==> config.mk <==
export PLATFORM = sky130hd
export DESIGN_NAME = mem_stall_ctrl
export DESIGN_NICKNAME = d
export VERILOG_FILES = /design/src/rtl/mem_stall_ctrl_pkg.sv /design/src/rtl/mem_stall_ctrl_port_tracker.sv /design/src/rtl/mem_stall_ctrl.sv
export SDC_FILE = /design/constraint.sdc
export NUM_CORES = 1
export LEC_CHECK = 0
export BUFFER_PORTS_ARGS = -buffer_cell sky130_fd_sc_hd__buf_2
export CAP_MARGIN = 20
export CORE_MARGIN = 4
export CORE_UTILIZATION = 40
export DETAILED_ROUTE_END_ITERATION = 12
export GPL_TIMING_DRIVEN = 0
export HOLD_SLACK_MARGIN = 0.05
export PLACE_DENSITY = 0.68
export SLEW_MARGIN = 10
export SYNTH_ARGS = -nofsm -noshare
export SYNTH_HDL_FRONTEND = slang
export SYNTH_HIERARCHICAL = 1
export SYNTH_SLANG_ARGS = --single-unit
==> constraint.sdc <==
create_clock -name clk_i -period 2.06 [get_ports clk_i]
set_clock_uncertainty 0.1 [all_clocks]
set_input_delay 0.206 -clock clk_i [delete_from_list [all_inputs] [get_ports clk_i]]
set_output_delay 0.206 -clock clk_i [all_outputs]
set_load 0.02 [all_outputs]
==> src/rtl/mem_stall_ctrl_pkg.sv <==
// -----------------------------------------------------------------------------
// mem_stall_ctrl_pkg
//
// Shared types and constants for the pipeline memory-stall controller.
//   stall_state_t : registered controller state (IDLE / RUN / WAIT)
//   PORT_IMEM     : channel index of the instruction memory port
//   PORT_DMEM     : channel index of the data memory port
// -----------------------------------------------------------------------------
package mem_stall_ctrl_pkg;

    typedef enum logic [1:0] {
        ST_IDLE = 2'b00,  // first cycle out of reset, pipeline frozen
        ST_RUN  = 2'b01,  // nothing outstanding
        ST_WAIT = 2'b10   // at least one response outstanding
    } stall_state_t;

    localparam int unsigned PORT_IMEM = 0;
    localparam int unsigned PORT_DMEM = 1;

endpackage : mem_stall_ctrl_pkg

==> src/rtl/mem_stall_ctrl_port_tracker.sv <==
// -----------------------------------------------------------------------------
// mem_port_tracker
//
// Outstanding-request bookkeeping for a single memory channel.
//   clk_i       : clock
//   rst_i       : synchronous active-high reset
//   req_i       : request issued this cycle
//   resp_i      : response returned this cycle
//   move_i      : pipeline advances this cycle (a request only counts if 1)
//   flush_i     : redirect; squash the in-flight response if KILL_EN
//   pend_o      : a response is currently outstanding
//   pend_d_o    : next-cycle value of pend_o (feeds the state decision)
//   resolved_o  : this port does not hold the pipeline this cycle
//   resp_ok_o   : response is valid and is to be consumed
//   squash_o    : a stale response retired and was discarded
// -----------------------------------------------------------------------------
module mem_port_tracker #(
    parameter logic KILL_EN = 1'b0
) (
    input  logic clk_i,
    input  logic rst_i,
    input  logic req_i,
    input  logic resp_i,
    input  logic move_i,
    input  logic flush_i,
    output logic pend_o,
    output logic pend_d_o,
    output logic resolved_o,
    output logic resp_ok_o,
    output logic squash_o
);

    logic pend_q, pend_d;
    logic drop_q, drop_d;
    logic kill;

    // NOTE: every signal written here gets a value on every path, so no latch
    // is inferred.
    always_comb begin
        // The response is stale if a flush is happening now or happened while
        // it was in flight.
        kill       = KILL_EN & (drop_q | flush_i);
        // A same-cycle response and request retires the old one and issues anew.
        pend_d     = (pend_q & ~resp_i) | (req_i & move_i);
        // Drop marker lives only until the stale response comes back.
        drop_d     = pend_q & ~resp_i & kill;
        resolved_o = ~pend_q | resp_i;
        resp_ok_o  = ~rst_i & resp_i & pend_q & ~kill;
        squash_o   = ~rst_i & resp_i & pend_q & kill;
    end

    // NOTE: sequential state uses non-blocking assignments only, and the
    // reset is sampled on the clock edge like any other input.
    always_ff @(posedge clk_i) begin
        if (rst_i) begin
            pend_q <= 1'b0;
            drop_q <= 1'b0;
        end else begin
            pend_q <= pend_d;
            drop_q <= drop_d;
        end
    end

    assign pend_o   = pend_q;
    assign pend_d_o = pend_d;

endmodule : mem_port_tracker

==> src/rtl/mem_stall_ctrl.sv <==
// -----------------------------------------------------------------------------
// mem_stall_ctrl
//
// Pipeline stall controller for NUM_PORTS memory channels. Holds the pipeline
// until every outstanding response has returned, squashes stale responses
// after a redirect, inserts load-use bubbles and counts stall cycles.
//   clk_i       : clock
//   rst_i       : synchronous active-high reset
//   mem_req_i   : per-port request this cycle (legal only while move_o=1)
//   mem_resp_i  : per-port response this cycle
//   flush_i     : branch redirect
//   ld_use_i    : load-use hazard detected in ID
//   move_o      : global pipeline-register enable (combinational)
//   bubble_o    : hold IF/ID, inject NOP into ID/EX (combinational)
//   resp_ok_o   : per-port response valid and to be consumed
//   refetch_o   : a squashed response retired; reissue fetch
//   state_o     : registered controller state
//   stall_cnt_o : saturating count of non-IDLE cycles with move_o=0
//   err_o       : sticky protocol-violation flag
// -----------------------------------------------------------------------------
module mem_stall_ctrl
    import mem_stall_ctrl_pkg::*;
#(
    parameter int unsigned                NUM_PORTS  = 2,
    parameter logic [NUM_PORTS-1:0]       FLUSH_MASK = NUM_PORTS'(1),
    parameter int unsigned                CNT_W      = 32
) (
    input  logic                 clk_i,
    input  logic                 rst_i,
    input  logic [NUM_PORTS-1:0] mem_req_i,
    input  logic [NUM_PORTS-1:0] mem_resp_i,
    input  logic                 flush_i,
    input  logic                 ld_use_i,
    output logic                 move_o,
    output logic                 bubble_o,
    output logic [NUM_PORTS-1:0] resp_ok_o,
    output logic                 refetch_o,
    output stall_state_t         state_o,
    output logic [CNT_W-1:0]     stall_cnt_o,
    output logic                 err_o
);

    stall_state_t         state_q;
    logic [CNT_W-1:0]     stall_cnt_q;
    logic                 err_q;

    logic [NUM_PORTS-1:0] pend;
    logic [NUM_PORTS-1:0] pend_d;
    logic [NUM_PORTS-1:0] resolved;
    logic [NUM_PORTS-1:0] squash;
    logic                 move;
    logic                 stall;
    logic                 violation;

    for (genvar g = 0; g < NUM_PORTS; g++) begin : g_port
        mem_port_tracker #(
            .KILL_EN (FLUSH_MASK[g])
        ) u_tracker (
            .clk_i      (clk_i),
            .rst_i      (rst_i),
            .req_i      (mem_req_i[g]),
            .resp_i     (mem_resp_i[g]),
            .move_i     (move),
            .flush_i    (flush_i),
            .pend_o     (pend[g]),
            .pend_d_o   (pend_d[g]),
            .resolved_o (resolved[g]),
            .resp_ok_o  (resp_ok_o[g]),
            .squash_o   (squash[g])
        );
    end

    always_comb begin
        // Gated by reset so a reset issued mid-WAIT freezes the pipeline at once.
        move      = ~rst_i & (state_q != ST_IDLE) & (&resolved);
        stall     = (state_q != ST_IDLE) & ~move;
        // Responses seen in IDLE belong to traffic from before reset.
        violation = ((state_q != ST_IDLE) & (|(mem_resp_i & ~pend)))
                  | ((|mem_req_i) & ~move);
    end

    always_ff @(posedge clk_i) begin
        if (rst_i) begin
            state_q     <= ST_IDLE;
            stall_cnt_q <= '0;
            err_q       <= 1'b0;
        end else begin
            state_q <= (|pend_d) ? ST_WAIT : ST_RUN;
            // Saturate at all-ones rather than wrapping.
            if (stall && (stall_cnt_q != '1)) begin
                stall_cnt_q <= stall_cnt_q + CNT_W'(1);
            end
            if (violation) begin
                err_q <= 1'b1;
            end
        end
    end

    assign move_o      = move;
    assign bubble_o    = move & ld_use_i;
    assign refetch_o   = |squash;
    assign state_o     = state_q;
    assign stall_cnt_o = stall_cnt_q;
    assign err_o       = err_q;

endmodule : mem_stall_ctrl
==> metrics.md, run 1 <==
| Metric | Value |
|---|---|
| Power Dens Cells | `549.5 mW/mm2` |
| First-pass GRT wire length | `9466 um` |
| Drt wl/cell | `15.12 um` |
| Via/cell ratio | `5.629` |
| CTS tree | `built` |
| Post-Route WL | `6032 um` |
| Most frequent cells in the layout | `buf_2 (48), buf_4 (28), nand2_1 (22), a21oi_1 (22), nor2_1 (20)` |
| Peak VDD IR | `0.0003771 V` |
| Row count | `25` |
| RSZ-0062 raised after global routing | `true` |
| Placer Congestion | `0.9308` |
| Yosys warnings | `6` |
| Final Slew Violations | `0` |
| CTS Buf Count | `5` |
| Synth Cell Area | `0.002019 mm2` |
| Starting Density | `0.4192` |
| Required @ worst endpoint | `2.15 ns` |
| Crit-path max cell delay | `0.57 ns` |
| R2R Path Start | `stall_cnt_o[23]` |
| Met2 WL | `2797 um` |
| Final hold violation count | `0` |
| Critical Path Slowest Stage Cell | `or4_4` |
| Flop2flop setup slack | `-0.10 ns` |
| CTS Sinks | `38` |
| Static leakage | `1.137 nW` |
| Worst Reg-to-Reg Cells | `5` |
| Clk_lat worst skew | `0.30 ns` |
| DRC | `0` |
| Remaining Overflow, GRT | `0` |
| Met3 wire len | `331 um` |
| Total inserted antenna cells | `0` |
| Pre-antenna DRT Iters | `5` |
| Clk slew on worst S/H paths | `0.08 ns` |
| WP depth | `5` |
| Slew headroom | `0.6398` |
| DIE WIDTH | `79.06 um` |
| Clock Tree Buf Depth | `2` |
| CP Launch Type | `flop` |
| Critical path cell sequence | `nand4_4 -> or4_4 -> or4_4 -> nand3_4 -> mux2_4` |
| Ys async rst share | `0` |
| Cells after Synth | `254` |
| Layout area overhead | `44.73%` |
| Maximum fanout along the worst path | `8` |
| Total power | `1.606 mW` |
| Origin of the worst setup path | `stall_cnt_o[23]` |
| Maxcap violations | `0` |
| Commonest non-fill, non-tap cell in the layout | `buf_2` |
| Vias | `2246` |
| DP HPWL | `3929 um` |
| Final setup vio count | `11` |
| Hold_buf cts | `0` |
| Largest net degree at the start of global routing | `13` |
| Final period util | `1.051` |
| CTS root buffer | `clkbuf_8` |
| Final min period | `2.165 ns` |
| Top FF cell, synth | `dfxtp_1` |
| Fill cells | `448` |
| Number of flops mapped to enable cells by yosys | `0` |
| H-tree levels | `2` |
| Syn_area_per_cell | `7.951 um2` |
| Antenna Nets Post-Route | `0` |
| Total Routing Usage GR | `0.1905` |
| Core Region | `0.004817 mm2` |
| DIE HEIGHT | `79.06 um` |
| Layout cells sized above 1 | `0.4398` |
| Final #Nets | `340` |
| WP buf/inv | `0` |
| Worst hold path startpoint | `rst_i` |
| Number of DRC markers in iteration 0 | `141` |
| Worst hold path depth | `2` |
| Failing checks | `setup timing` |
| # port buffers | `47` |
| Crit path arrival time | `2.26 ns` |
| Hold WC Path Type | `input pin to flop` |
| I/O pin cnt | `48` |
| Vias in the first global route | `1982` |
| Worst hold slack | `0.07521 ns` |
| Syn nets | `263` |
| Die ar. | `0.006250 mm2` |
| CP endpoint kind | `flop` |
| Initial antenna violation count | `0` |
| Worst Tran Pin Value | `0.5403 ns` |
| Post-synthesis sequential area ratio | `0.3767` |
| Synth cell types | `42` |
| Wl on met1 | `2796 um` |
| CP top delay family | `simple AND/OR/NAND/NOR gates` |
| Outcome | `finished, violations left` |
| FF+latch count, synth | `38` |
| Crit path top cell by count | `or4_4` |
| Top Metal Used | `met4` |
| Max Fclk | `461.9 MHz` |
| CP Class | `flop to flop` |
| Worst setup margin | `-0.1050 ns` |
sequential cells by signal, indices dropped and copies added, names as in the netlist:
register,flops
stall_cnt_o,32
g_port.u_tracker/pend_o,2
state_o,2
err_o,1
g_port.u_tracker/drop_q,1
worst paths after layout:
path | to
worst max-delay path | stall_cnt_o[11]
worst max register to register | stall_cnt_o[11]
worst min register to register | stall_cnt_o[5]
worst min-delay path | g_port[1].u_tracker/pend_o
per-layer routing:
| layer | vias to the layer above | GRT usage |
|---|---|---|
| li1 | 1105 | - |
| met1 | 1048 | 0.2542 |
| met2 | 80 | 0.3030 |
| met3 | 13 | 0.03855 |
| met4 | 0 | 0.07045 |
| met5 | - | 0 |
where the power goes:
group,switching [mW],internal (mW),total [mW]
clock,0.274,0.468,0.741
combinational,0.0819,0.0452,0.127
sequential,0.0116,0.726,0.738
total,0.367,1.24,1.61
through the flow:
stage	std cells	instance area [um2]	util	setup WS [ns]	TNS, ns
finish	399	2923	0.6068	-0.1050	-0.4785
global route	399	2923	0.6068	-0.1442	-1.518
CTS	390	2751	0.5712	-0.09247	-0.1828
detailed placement	368	2401	0.4984	-0.4182	-5.923
global placement	368	2401	0.4984	-0.3766	-5.240
floorplan	254	2082	-	-0.1469	-0.2205
final cells by class:
class / instances / area [um2] / share of cell area
plain buffers: 11 / 72.57 / 0.02483
clock buffers: 7 / 107.6 / 0.03682
clock inverters: 1 / 30.03 / 0.01027
inverters: 8 / 30.03 / 0.01027
multi-input cells: 194 / 1318 / 0.4508
flip-flops and latches: 38 / 833.3 / 0.2851
well taps: 67 / 83.83 / 0.02868
repair buffers: 73 / 447.9 / 0.1533
worst register-to-register path: cells and delay by family (launching register included):
kind	cells	cell delay (ns)
simple gates	4	1.29
flops	1	0.37
mux	1	0.30
kinds of logic (layout without fill, tap and decap cells):
logic type	after synthesis	count (layout)	share of synthesized area
AND/OR/NAND/NOR	125	125	0.3538
AO/OA/AOI/OAI	59	59	0.1797
flip-flops	38	38	0.3767
buffers and inverters	22	100	0.04585
XOR/XNOR	7	7	0.03036
adder cells (fa/ha/maj)	1	1	0.006195
other	1	1	0.001857
multiplexers	1	1	0.005576
repair_timing:
item	in CTS	in global routing
endpoints found under the setup margin	27	27
pin swaps	11	7
cloned	0	1
setup buffers	16	10
resized for setup	30	21
cell usage after synthesis, drive strengths merged (2+ instances only):
| cell | instances | area, um2 |
|---|---|---|
| dfxtp | 38 | 760.7 |
| a21oi | 26 | 133.9 |
| nand2 | 23 | 88.84 |
| nor2 | 20 | 75.07 |
| nand4 | 16 | 106.4 |
| nand3 | 13 | 65.06 |
| o21ai | 13 | 65.06 |
| or3 | 12 | 76.33 |
| or4 | 9 | 67.56 |
| inv | 8 | 30.03 |
| and3 | 7 | 43.79 |
| buf | 7 | 36.28 |
| clkbuf | 7 | 26.28 |
| nor3 | 7 | 40.04 |
| xnor2 | 7 | 61.31 |
| o31ai | 6 | 45.04 |
| a211oi | 4 | 30.03 |
| nor4 | 4 | 37.53 |
| a31o | 3 | 26.28 |
| and4 | 3 | 26.28 |
| or2 | 3 | 18.77 |
| a2111o | 2 | 22.52 |
| a2111oi | 2 | 17.52 |
| and2 | 2 | 12.52 |
| nand2b | 2 | 27.53 |
| nor2b | 2 | 12.51 |
| o22ai | 2 | 12.51 |
No activity file was read; power rests on OpenSTA's default activity.
==> run 2, diff against run 1 <==
--- a/config.mk
+++ b/config.mk
@@ -6,13 +6,14 @@
 export NUM_CORES = 1
 export LEC_CHECK = 0
 export BUFFER_PORTS_ARGS = -buffer_cell sky130_fd_sc_hd__buf_2
-export CAP_MARGIN = 20
+export CAP_MARGIN = 25
 export CORE_MARGIN = 4
 export CORE_UTILIZATION = 40
 export DETAILED_ROUTE_END_ITERATION = 12
 export GPL_TIMING_DRIVEN = 0
 export HOLD_SLACK_MARGIN = 0.05
 export PLACE_DENSITY = 0.68
+export REMOVE_ABC_BUFFERS = 1
 export SLEW_MARGIN = 10
 export SYNTH_ARGS = -nofsm -noshare
 export SYNTH_HDL_FRONTEND = slang
==> run 2 against run 1 <==
- sequential power increased by 0.8%
- routed wire length decreased by 7.0%
- cell count decreased by 3.0%
- combinational power about the same
- global-route usage decreased by 1.1 points
- the run still ends with setup timing left
- count of clock-buffer cells in the layout decreased by 1
- setup slack got worse by 0.025 ns
- maximum frequency decreased by 1.1%
==> metrics.md, run 2 (synthesis gave the netlist of run 1 again) <==
| Metric | Value |
|---|---|
| DIE WIDTH | `79.06 um` |
| Hold_buf cts | `0` |
| Power Dens Cells | `501.2 mW/mm2` |
| Dpl ws | `-0.7172 ns` |
| Final setup vio count | `8` |
| CP Class | `flop to flop` |
| CTS tree | `built` |
| CTS Buf Count | `5` |
| Worst hold path depth | `3` |
| Failing checks | `setup timing` |
| Post-route insts no fill | `387` |
| Worst Reg-to-Reg Cells | `5` |
| Remaining Overflow, GRT | `0` |
| DP HPWL | `3463 um` |
| Static leakage | `1.062 nW` |
| CTS root buffer | `clkbuf_8` |
| Met3 wire len | `331 um` |
| Clk_lat worst skew | `0.29 ns` |
| Switching share of power | `0.2461` |
| Maxcap violations | `0` |
| Drt wl/cell | `14.49 um` |
| Crit path arrival time | `2.31 ns` |
| CP endpoint kind | `flop` |
| CP Launch Type | `flop` |
| Clk slew on worst S/H paths | `0.07 ns` |
| Via/cell ratio | `5.612` |
| Cell internal pwr | `1.037 mW` |
| Instance area at placement | `0.002276 mm2` |
| Worst hold slack | `0.1143 ns` |
| Antenna Nets Post-Route | `0` |
| Slew headroom | `0.6442` |
| Core Region | `0.004817 mm2` |
| Placer Congestion | `0.8303` |
| Peak VDD IR | `0.0003583 V` |
| Final Slew Violations | `0` |
| Post-Route WL | `5609 um` |
| Required @ worst endpoint | `2.18 ns` |
| Worst setup margin | `-0.1296 ns` |
| Comb power frac | `0.090` |
| Worst Tran Pin Value | `0.5296 ns` |
| Hold WC Path Type | `input pin to flop` |
| DIE HEIGHT | `79.06 um` |
| Number of DRC markers in iteration 0 | `171` |
| Top Metal Used | `met4` |
| Largest register FFs | `32` |
| First-pass GRT wire length | `9218 um` |
| Outcome | `finished, violations left` |
| Reg power frac | `0.541` |
| Wl on met1 | `2494 um` |
| DRC | `0` |
| Met2 WL | `2684 um` |
| Clk pwr share | `0.369` |
| RSZ-0062 raised after global routing | `true` |
| Final #Nets | `330` |
| Starting Density | `0.4192` |
| Placed cells | `354` |
| H-tree levels | `2` |
| Maximum fanout along the worst path | `8` |
| Final min period | `2.190 ns` |
| Total Routing Usage GR | `0.1797` |
| Commonest non-fill, non-tap cell in the layout | `buf_2` |
| I/O pin cnt | `48` |
| Initial antenna violation count | `0` |
| Layout cells sized above 1 | `0.4156` |
| Vias | `2172` |
| Final hold violation count | `0` |
| Net Switching | `338.4 uW` |
| CTS Sinks | `38` |
| Fill cells | `469` |
| Pre-antenna DRT Iters | `5` |
| Layout area overhead | `35.87%` |
| Design area | `0.002744 mm2` |
| Die ar. | `0.006250 mm2` |
| Largest net degree at the start of global routing | `46` |
| Clock Tree Buf Depth | `2` |
| Most frequent cells in the layout | `buf_2 (46), a21oi_1 (24), buf_4 (24)` |
| Row count | `25` |
| Max Fclk | `456.7 MHz` |
| Final period util | `1.063` |
| # port buffers | `47` |
| Total inserted antenna cells | `0` |
| Vias in the first global route | `2056` |
| Final TNS setup | `-0.6679 ns` |
-- run 2: final timing paths --
path                   startpoint                          to  slack [ns]
setup / recovery  stall_cnt_o[10]             stall_cnt_o[31]       -0.13
hold / removal       mem_req_i[1]  g_port[1].u_tracker/pend_o        0.11
setup reg to reg  stall_cnt_o[10]             stall_cnt_o[31]       -0.13
hold reg to reg    stall_cnt_o[5]              stall_cnt_o[5]        0.40
-- run 2: stage by stage --
step | utilization | power, mW
2_1_floorplan | - | 0.8370
3_3_place_gp | 0.4725 | 0.8834
3_5_place_dp | 0.4725 | 0.8842
4_1_cts | 0.5397 | 1.379
5_1_grt | 0.5696 | 1.430
6_report | 0.5696 | 1.375
-- run 2: final cells by class --
type / instances / area, um2 / area share
multi-input combinational: 194 / 1275 / 0.4647
sequential: 38 / 817.0 / 0.2978
timing repair buffer: 74 / 455.4 / 0.1660
tap: 67 / 83.83 / 0.03055
clock buffer: 6 / 82.58 / 0.03010
inverter: 8 / 30.03 / 0.01094
-- run 2: critical path, cell delays in order (launching register included) --
cell and delay, ns:
dfxtp_1 0.43, nand4_1 0.16, or4_4 0.45, a2111o_1 0.48, or3_1 0.35, a21oi_1 0.15
-- run 2: metal layers --
metal / track usage / vias up
met3: 0.04762 / 12
met4: 0.06014 / 0
met5: 0 / -
met2: 0.2971 / 55
met1: 0.2260 / 1030
li1: - / 1075
-- run 2: power by group through the flow --
stage                     sequential, mW  combinational (mW)  clock, mW
after detailed placement           0.774               0.111          0
after global placement             0.773               0.110          0
after floorplan                    0.784              0.0534          0
after CTS                          0.745               0.118      0.516
after global routing               0.747               0.138      0.544
final                              0.744               0.124      0.507
-- run 2: repair_timing --
| item | 4_1_cts | 5_1_grt |
|---|---|---|
| endpoints found under the setup margin | 31 | 22 |
| buffers inserted | 18 | 9 |
| endpoints found under the hold margin | 0 | 0 |
| gates resized for setup | 43 | 22 |
| pin swaps | 9 | 6 |
==> run 3, diff against run 2 <==
--- a/config.mk
+++ b/config.mk
@@ -7,7 +7,6 @@
 export LEC_CHECK = 0
 export BUFFER_PORTS_ARGS = -buffer_cell sky130_fd_sc_hd__buf_2
 export CAP_MARGIN = 25
-export CORE_MARGIN = 4
 export CORE_UTILIZATION = 40
 export DETAILED_ROUTE_END_ITERATION = 12
 export GPL_TIMING_DRIVEN = 0
==> run 3 against run 2 <==
- the flow still finishes with violations (setup timing)
- worst hold slack better by 0.0027 ns
- via count barely moved
- combinational power shrank 6%
- cell count down 1.0%
- clock power grew 6.7%
- global-route usage up 2.8 points
- sequential share of layout area increased by 0.71 points
- critical endpoint is now stall_cnt_o[11]
==> metrics.md, run 3 (synthesis gave the netlist of run 1 again) <==
| Metric | Value |
|---|---|
| Most frequent cells in the layout | `buf_2 (46), a21oi_1 (25), nand2_1 (22)` |
| Antenna Nets Post-Route | `0` |
| CP endpoint kind | `flop` |
| Row count | `25` |
| Final min period | `2.138 ns` |
| Clk_lat worst skew | `0.29 ns` |
| Power Dens Cells | `517.7 mW/mm2` |
| Clk pwr share | `0.387` |
| Vias in the first global route | `1894` |
| Commonest non-fill, non-tap cell in the layout | `buf_2` |
| DIE WIDTH | `73.06 um` |
| Post-Route WL | `5455 um` |
| Final hold violation count | `0` |
| Worst setup margin | `-0.07813 ns` |
| Final Slew Violations | `0` |
| Cell internal pwr | `1.039 mW` |
| Design area | `0.002700 mm2` |
| Instance area at placement | `0.002276 mm2` |
| Starting Density | `0.4220` |
| Largest net degree at the start of global routing | `46` |
| CTS Sinks | `38` |
| CTS Buf Count | `5` |
| CP Class | `flop to flop` |
| Core Region | `0.004786 mm2` |
| Final #Nets | `324` |
| Largest register FFs | `32` |
| # port buffers | `47` |
| Clk slew on worst S/H paths | `0.08 ns` |
| Peak VDD IR | `0.0004827 V` |
| First-pass GRT wire length | `8749 um` |
| I/O pin cnt | `48` |
| Outcome | `finished, violations left` |
| CTS root buffer | `clkbuf_8` |
| Fill cells | `474` |
| Failing checks | `setup timing` |
| Worst hold slack | `0.1170 ns` |
| Die ar. | `0.005337 mm2` |
| DRC | `0` |
| Static leakage | `1.031 nW` |
| Number of DRC markers in iteration 0 | `137` |
| Drt wl/cell | `14.24 um` |
| Crit path arrival time | `2.21 ns` |
| Total inserted antenna cells | `0` |
| Remaining Overflow, GRT | `0` |
| Net Switching | `359.1 uW` |
| Pre-antenna DRT Iters | `4` |
| H-tree levels | `2` |
| Initial antenna violation count | `0` |
| Maxcap violations | `0` |
| Clock Tree Buf Depth | `2` |
| Layout cells sized above 1 | `0.4114` |
| CTS tree | `built` |
| Final setup vio count | `7` |
| Maximum fanout along the worst path | `7` |
| Required @ worst endpoint | `2.13 ns` |
| Comb power frac | `0.083` |
| RSZ-0062 raised after global routing | `true` |
| Reg power frac | `0.531` |
| Switching share of power | `0.2569` |
| Hold WC Path Type | `input pin to flop` |
| DIE HEIGHT | `73.06 um` |
| Total Routing Usage GR | `0.2079` |
| DP HPWL | `3405 um` |
| Via/cell ratio | `5.676` |
| Vias | `2174` |
| Max Fclk | `467.7 MHz` |
| Layout area overhead | `33.71%` |
| CP Launch Type | `flop` |
| Placer Congestion | `0.7804` |
| Final period util | `1.038` |
run 3: worst paths after layout:
check | start | to | slack (ns) | cells past startpoint
max | stall_cnt_o[15] | stall_cnt_o[11] | -0.08 | 5
min | mem_resp_i[1] | g_port[1].u_tracker/pend_o | 0.12 | 3
min reg2reg | stall_cnt_o[5] | stall_cnt_o[5] | 0.40 | 2
max reg2reg | stall_cnt_o[15] | stall_cnt_o[11] | -0.08 | 5
run 3: what timing repair did:
action / in CTS / in global routing
gates resized for setup: 48 / 17
setup endpoints to repair: 31 / 29
setup buffers: 18 / 3
hold buffers: 0 / 0
pin swaps: 8 / 5
endpoints found under the hold margin: 0 / 0
run 3: worst max-delay path, stage by stage, from the launching register on:
cell and delay [ns]:
dfxtp_4 0.35, nand4_1 0.12, or4_4 0.57, or4_4 0.50, nand3_2 0.10, mux2_4 0.29
run 3: final cells by class:
cell class                 count  area, um2  area share
inverter                       8      30.03     0.01112
clock buffer                   6      82.58     0.03058
tap                           67      83.83     0.03105
sequential                    38      823.3      0.3049
clock inverter                 2      12.51    0.004634
multi-input combinational    194       1265      0.4685
timing repair buffer          68      402.9      0.1492
run 3: layer usage:
layer	GRT usage	up-vias	part of all wire	wire, um
met5	0	-	0	0
met4	0.06100	0	0.0093	51
met3	0.04006	7	0.045	244
met2	0.3519	54	0.50	2709
met1	0.2672	1044	0.45	2450
li1	-	1069	-	-
run 3: metrics by stage:
step	total power [mW]	instances	util	setup WS [ns]	TNS, ns
floorplan	0.8370	240	-	-0.3806	-3.832
global placement	0.8823	354	0.4756	-0.6544	-13.42
detailed placement	0.8830	354	0.4756	-0.7024	-13.75
CTS	1.409	380	0.5488	-0.1096	-0.5063
global route	1.467	383	0.5642	-0.1501	-0.8387
finish	1.398	383	0.5642	-0.07813	-0.3875
run 3: power groups by stage:
stage / Sequential [mW] / Combinational (mW) / Clock, mW
final: 0.742 / 0.116 / 0.541
after global routing: 0.743 / 0.127 / 0.596
after CTS: 0.743 / 0.110 / 0.556
after detailed placement: 0.774 / 0.109 / 0
after global placement: 0.774 / 0.109 / 0
after floorplan: 0.784 / 0.0534 / 0
